`src/rtl/hazard_scoreboard_unit.sv`:
```
// hazard_scoreboard_unit
//   Hazard unit for the segmented RV32I core. A shadow scoreboard records
//   {valid, rd, reg_write, mem_read} for every instruction between EX
//   (entry 0) and WB (entry NUM_STAGES-1). From that scoreboard the unit derives
//   the load-use stall, the branch flush and the EX operand forwarding selects.
//
// Ports
//   clk, reset                 core clock, synchronous active-high reset
//   id_valid                   ID holds a real instruction
//   id_rs1/id_rs2              source register addresses
//   id_use_rs1/id_use_rs2      instruction reads the corresponding source
//   id_rd                      destination register address
//   id_reg_write/id_mem_read   instruction writes rd / is a load
//   ex_branch_taken            branch or jump resolved taken in EX
//   stall                      hold PC and IF/ID, bubble into ID/EX
//   flush_if_id/flush_id_ex    clear IF/ID and ID/EX on the next edge
//   fwd_sel_a/fwd_sel_b        0 = register file, k = forward from entry k-1
//   stall_cycles               saturating count of stalled cycles
module hazard_scoreboard_unit #(
    parameter  int NUM_STAGES = 3,
    parameter  int LOAD_STAGE = 1,
    parameter  int REG_ADDR_W = 5,
    parameter  int CNT_W      = 16,
    localparam int SEL_W      = $clog2(NUM_STAGES + 1)
) (
    input  logic                  clk,
    input  logic                  reset,
    input  logic                  id_valid,
    input  logic [REG_ADDR_W-1:0] id_rs1,
    input  logic [REG_ADDR_W-1:0] id_rs2,
    input  logic                  id_use_rs1,
    input  logic                  id_use_rs2,
    input  logic [REG_ADDR_W-1:0] id_rd,
    input  logic                  id_reg_write,
    input  logic                  id_mem_read,
    input  logic                  ex_branch_taken,
    output logic                  stall,
    output logic                  flush_if_id,
    output logic                  flush_id_ex,
    output logic [SEL_W-1:0]      fwd_sel_a,
    output logic [SEL_W-1:0]      fwd_sel_b,
    output logic [CNT_W-1:0]      stall_cycles
);

    logic                  sb_vld [NUM_STAGES];
    logic [REG_ADDR_W-1:0] sb_rd  [NUM_STAGES];
    logic                  sb_wr  [NUM_STAGES];
    logic                  sb_ld  [NUM_STAGES];
    logic [CNT_W-1:0]      stall_cnt;

    logic [REG_ADDR_W-1:0] src  [2];
    logic                  used [2];
    logic [SEL_W-1:0]      sel  [2];
    logic                  luse [2];

    function automatic logic [CNT_W-1:0] sat_inc(input logic [CNT_W-1:0] v);
        return (&v) ? v : v + CNT_W'(1);
    endfunction

    assign src[0]  = id_rs1;
    assign src[1]  = id_rs2;
    assign used[0] = id_use_rs1;
    assign used[1] = id_use_rs2;

    // Operand resolution: the scan runs from the oldest entry to the youngest,
    // so later hits overwrite earlier ones. luse ends up describing the
    // youngest match; sel ends up at the youngest entry whose data is actually
    // available (a load is only forwardable once it has reached LOAD_STAGE).
    always_comb begin
        for (int o = 0; o < 2; o++) begin
            sel[o]  = '0;
            luse[o] = 1'b0;
            for (int s = NUM_STAGES - 1; s >= 0; s--) begin
                if (sb_vld[s] && sb_wr[s] && (sb_rd[s] == src[o]) &&
                    (src[o] != '0) && used[o]) begin
                    luse[o] = sb_ld[s] && (s < LOAD_STAGE);
                    if (!sb_ld[s] || (s >= LOAD_STAGE)) begin
                        sel[o] = SEL_W'(s + 1);
                    end
                end
            end
        end
    end

    // A taken branch wins over a load-use stall; reset silences everything.
    assign stall        = !reset && !ex_branch_taken && id_valid && (luse[0] || luse[1]);
    assign flush_if_id  = !reset && ex_branch_taken;
    assign flush_id_ex  = !reset && ex_branch_taken;
    assign fwd_sel_a    = reset ? '0 : sel[0];
    assign fwd_sel_b    = reset ? '0 : sel[1];
    assign stall_cycles = reset ? '0 : stall_cnt;

    // ID -> EX boundary: entry 0 takes the ID instruction or a bubble, older
    // entries shift toward WB and the last one falls off.
    always_ff @(posedge clk) begin
        if (reset) begin
            for (int s = 0; s < NUM_STAGES; s++) begin
                sb_vld[s] <= 1'b0;
            end
            stall_cnt <= '0;
        end else begin
            sb_vld[0] <= id_valid && !stall && !ex_branch_taken;
            for (int s = 1; s < NUM_STAGES; s++) begin
                sb_vld[s] <= sb_vld[s-1];
            end
            if (stall) begin
                stall_cnt <= sat_inc(stall_cnt);
            end
        end
    end

    // Payload of a bubble is never looked at, so it shifts without reset.
    always_ff @(posedge clk) begin
        sb_rd[0] <= id_rd;
        sb_wr[0] <= id_reg_write;
        sb_ld[0] <= id_mem_read;
        for (int s = 1; s < NUM_STAGES; s++) begin
            sb_rd[s] <= sb_rd[s-1];
            sb_wr[s] <= sb_wr[s-1];
            sb_ld[s] <= sb_ld[s-1];
        end
    end

endmodule

```
`config.mk`:
```
export PLATFORM = sky130hd
export DESIGN_NAME = hazard_scoreboard_unit
export DESIGN_NICKNAME = d
export VERILOG_FILES = /design/src/rtl/hazard_scoreboard_unit.sv
export SDC_FILE = /design/constraint.sdc
export NUM_CORES = 1
export LEC_CHECK = 0
export CORE_MARGIN = 8
export CORE_UTILIZATION = 40
export CTS_CLUSTER_SIZE = 12
export DETAILED_ROUTE_END_ITERATION = 7
export GPL_ROUTABILITY_DRIVEN = 0
export PLACE_DENSITY = 0.67
export REMOVE_ABC_BUFFERS = 1
export SYNTH_ARGS = -nofsm -noshare
export SYNTH_HDL_FRONTEND = slang
export SYNTH_SLANG_ARGS = --single-unit
```
`constraint.sdc`:
```
create_clock -name clk -period 2.64 [get_ports clk]
set_input_delay 0.528 -clock clk [delete_from_list [all_inputs] [get_ports clk]]
set_output_delay 0.528 -clock clk [all_outputs]
set_load 0.01 [all_outputs]
```
==> key figures <==
Clock network
  • Clock transition at the registers of the reported paths: approximately 0.080 ns
  • CTS Root Buffer Type: clkbuf_8
  • CTS tree: built
  • CTS Hold Buffers Added: 0
  • Clock buffer depth: 2
  • Clock sink count: 38
  • Htree depth: 2
  • Clock latency on the worst-skew pair: slightly below 0.3 ns
  • TritonCTS Buffers: 5

STA
  • Hold slack: about 0.35 ns
  • Max Clk Rate: just under 0.4 GHz
  • Slew Viols, Final: 0
  • Worst relative slew slack: a little under three quarters
  • Worst Slack Setup Final: 0.0748 ns
  • Worst Skew: about 0.0024 ns
  • Final period util: 97.2%
  • Hold violation count in the final report: 0
  • Final setup fails: 0
  • Period minus WS final: around 2.6 ns
  • RSZ-0062 raised after global routing: no
  • Slew @ Worst Pin: 0.416 ns

Pwr
  • Pwr/cell area: roughly 460 mW/mm2
  • Switch Pwr: between 200 and 300 uW
  • Maximum vdd drop: between 0.0003 and 0.0004 V
  • Sequential power share: about half
  • Comb power frac: between 10% and 20%
  • P_leak: slightly below 0.001 uW
  • Switch share: between 20% and 30%
  • Internal power: approximately 950 uW
  • Clock power share: between 30 and 40%

Place
  • Pre-CTS setup slack: -0.587 ns
  • I/O Buffers: between 40 and 50
  • Post-DP HPWL: between 3000 and 4000 um

Synth
  • Top cells by area, synth: dfxtp_1 (41%), xnor2_1 (12%), nor2b_1 (7.4%)
  • Number of synthesis warnings: 0
  • Post-synth top area cell: dfxtp_1
  • FF+latch count, synth: 38
  • Synth top area share: 40.6%
  • Post-synthesis cell area: about 0.0019 mm2
  • Cells after Synth: approximately 200
  • Mapped Avg Cell Area: ~9.1 um2
  • Netlist cell types: 33
  • Seq/Total Area, Yosys: between 40% and 50%

Final layout
  • Area Growth Syn to Fin: 43.0%
  • Final layout net count: just under 300
  • Fillers: about 440
  • Share of layout cells above drive strength 1: between 20% and 30%
  • # diodes: 0

Route
  • Vias post-DR: 1633
  • Drt drc: 0
  • Routed WL per cell: approximately 14 um
  • First-pass iteration count of the detailed router: 4
  • DR iter-0 viols: 78
  • Antenna-violating nets left: 0
  • Via density: 4.96
  • Total routed wirelength: about 4500 um

GRT
  • Initial antenna violation count: 0
  • Vias in the first global route: ~1600
  • Largest net degree at the start of global routing: 26
  • GRT Overall Usage: a little over an eighth
  • First-pass GRT wire length: approximately 7700 um
  • Gr ovfl total: 0

Critical path
  • Critical Path Fanout Max: 3
  • Crit. End Element: primary output
  • Worst reg2reg path depth: 9
  • Critical Path RT: ~2.1 ns
  • Setup CP Type: primary input to primary output
  • Arrival @ worst endpoint: slightly above 2 ns
  • CP startpoint kind: primary input

Die
  • FP Rows: 25
  • IO Count: 46
  • Die W: approximately 84 um
  • Die ar.: around 0.0071 mm2
  • Initial Util: approximately 40%
  • Core ar.: roughly 0.0046 mm2
  • Vert. Die Dim: 84.4 um

Worst hold path
  • Hold Crit Depth: 0
  • Worst min path class: flip-flop to flip-flop

Status
  • Status: completed

Job
  • MaxCap Viol Count: 0
[cells by family (layout without fill, tap and decap cells)]
kind of cell / after synthesis / in the layout / synth area share (%)
and+or+nand+nor: 97 / 97 / 30.7
DFF: 38 / 38 / 40.6
xor gates and xnor gates: 32 / 32 / 15.0
AOI/OAI and AO/OA: 23 / 23 / 7.75
buffers and inverters: 10 / 80 / 2.61
muxes: 4 / 4 / 2.61
adders and majority gates: 1 / 1 / 0.668
[worst paths after layout]
kind                                          start                         to  slack [ns]
worst min register to register  sb_wr[0][1]$_DFF_P_        sb_wr[0][2]$_DFF_P_        0.35
worst min-delay path            sb_wr[0][1]$_DFF_P_        sb_wr[0][2]$_DFF_P_        0.35
worst max-delay path                      id_rs2[0]                      stall        0.07
worst max register to register  sb_rd[0][2]$_DFF_P_  stall_cnt[7]$_SDFFE_PP0P_        0.45
[power by group through the flow]
stage / combinational [uW] / clock, uW / sequential [uW]
after floorplan: 53.3 / 0 / 615
after global placement: 129 / 0 / 620
after detailed placement: 131 / 0 / 620
after CTS: 131 / 504 / 607
after global routing: 142 / 537 / 609
final: 131 / 491 / 607
[final cells by class]
type / count / area, um2 / area share [%]
multi-input combinational: 157 / 1110 / 41.7
sequential: 38 / 761 / 28.4
timing repair buffer: 68 / 604 / 22.6
clock buffer: 5 / 68.8 / 2.57
tap: 54 / 67.6 / 2.52
clock inverter: 3 / 45.0 / 1.68
inverter: 4 / 15.0 / 0.561
[synthesized netlist by cell type, drive strengths merged]
cell type and n:
dfxtp 38, xnor2 25, nor2b 22, nor2 16, nand2 12, o21ai 12, nand4 9, nor4 9
nand3 8, or4 7, xor2 7, a21oi 6, nor3 6, clkbuf 4, inv 4, mux2 4
or3 4, and3 2, buf 2, o211ai 2, o31ai 2, ha 1, nand2b 1, o41ai 1
or2 1
[registers in the layout, summed over array words and instances (netlist names)]
name / cells
sb_ld: 1
sb_rd: 15
sb_vld: 3
sb_wr: 3
stall_cnt: 16
[metal layers]
metal  GRT usage (%)  up-vias  share of wire (%)
met2            20.6       29                 44
met4            5.83        0                1.6
li1                -      857                  -
met3            4.00        4                4.1
met1            17.1      743                 50
met5               0        -                  0
[timing repair]
| item | CTS | global route |
|---|---|---|
| setup buffers | 0 | 1 |
| gates resized for setup | 40 | 4 |
| pin swaps | 9 | 7 |
| endpoints found under the setup margin | 5 | 4 |
[critical path, cell delays in order]
cell and delay [ns]:
clkdlybuf4s15_1 0.18, or4_4 0.54, o21ai_4 0.20, nor4_4 0.07, buf_4 0.15, o21ai_4 0.17, inv_1 0.05, buf_2 0.13
[metrics by stage]
step / total power (uW) / TNS, ns / utilization [%] / std cells / instance area, um2
final: 1230 / 0 / 57.8 / 329 / 2680
after detailed placement: 751 / -5.28 / 54.7 / 320 / 2530
after global placement: 749 / -4.88 / 54.7 / 320 / 2530
after global routing: 1290 / 0 / 57.8 / 329 / 2680
after CTS: 1240 / 0 / 57.5 / 328 / 2660
after floorplan: 668 / 0 / - / 199 / 1840
[cell usage in the layout, fill, tap and decap left out, types with 4 or more instances in the layout]
cell type	instances
a21oi_1	6
buf_2	5
buf_4	22
clkbuf_8	5
clkdlybuf4s15_1	5
clkdlybuf4s50_1	30
dfxtp_1	38
dlygate4sd2_1	5
inv_1	4
nand2_1	12
nand3_1	7
nand4_1	9
nor2_1	16
nor2b_1	21
nor3_1	4
nor4_1	4
o21ai_0	9
or3_1	4
or4_1	4
xnor2_1	25
xor2_1	7
No activity file was read; power rests on OpenSTA's default activity.
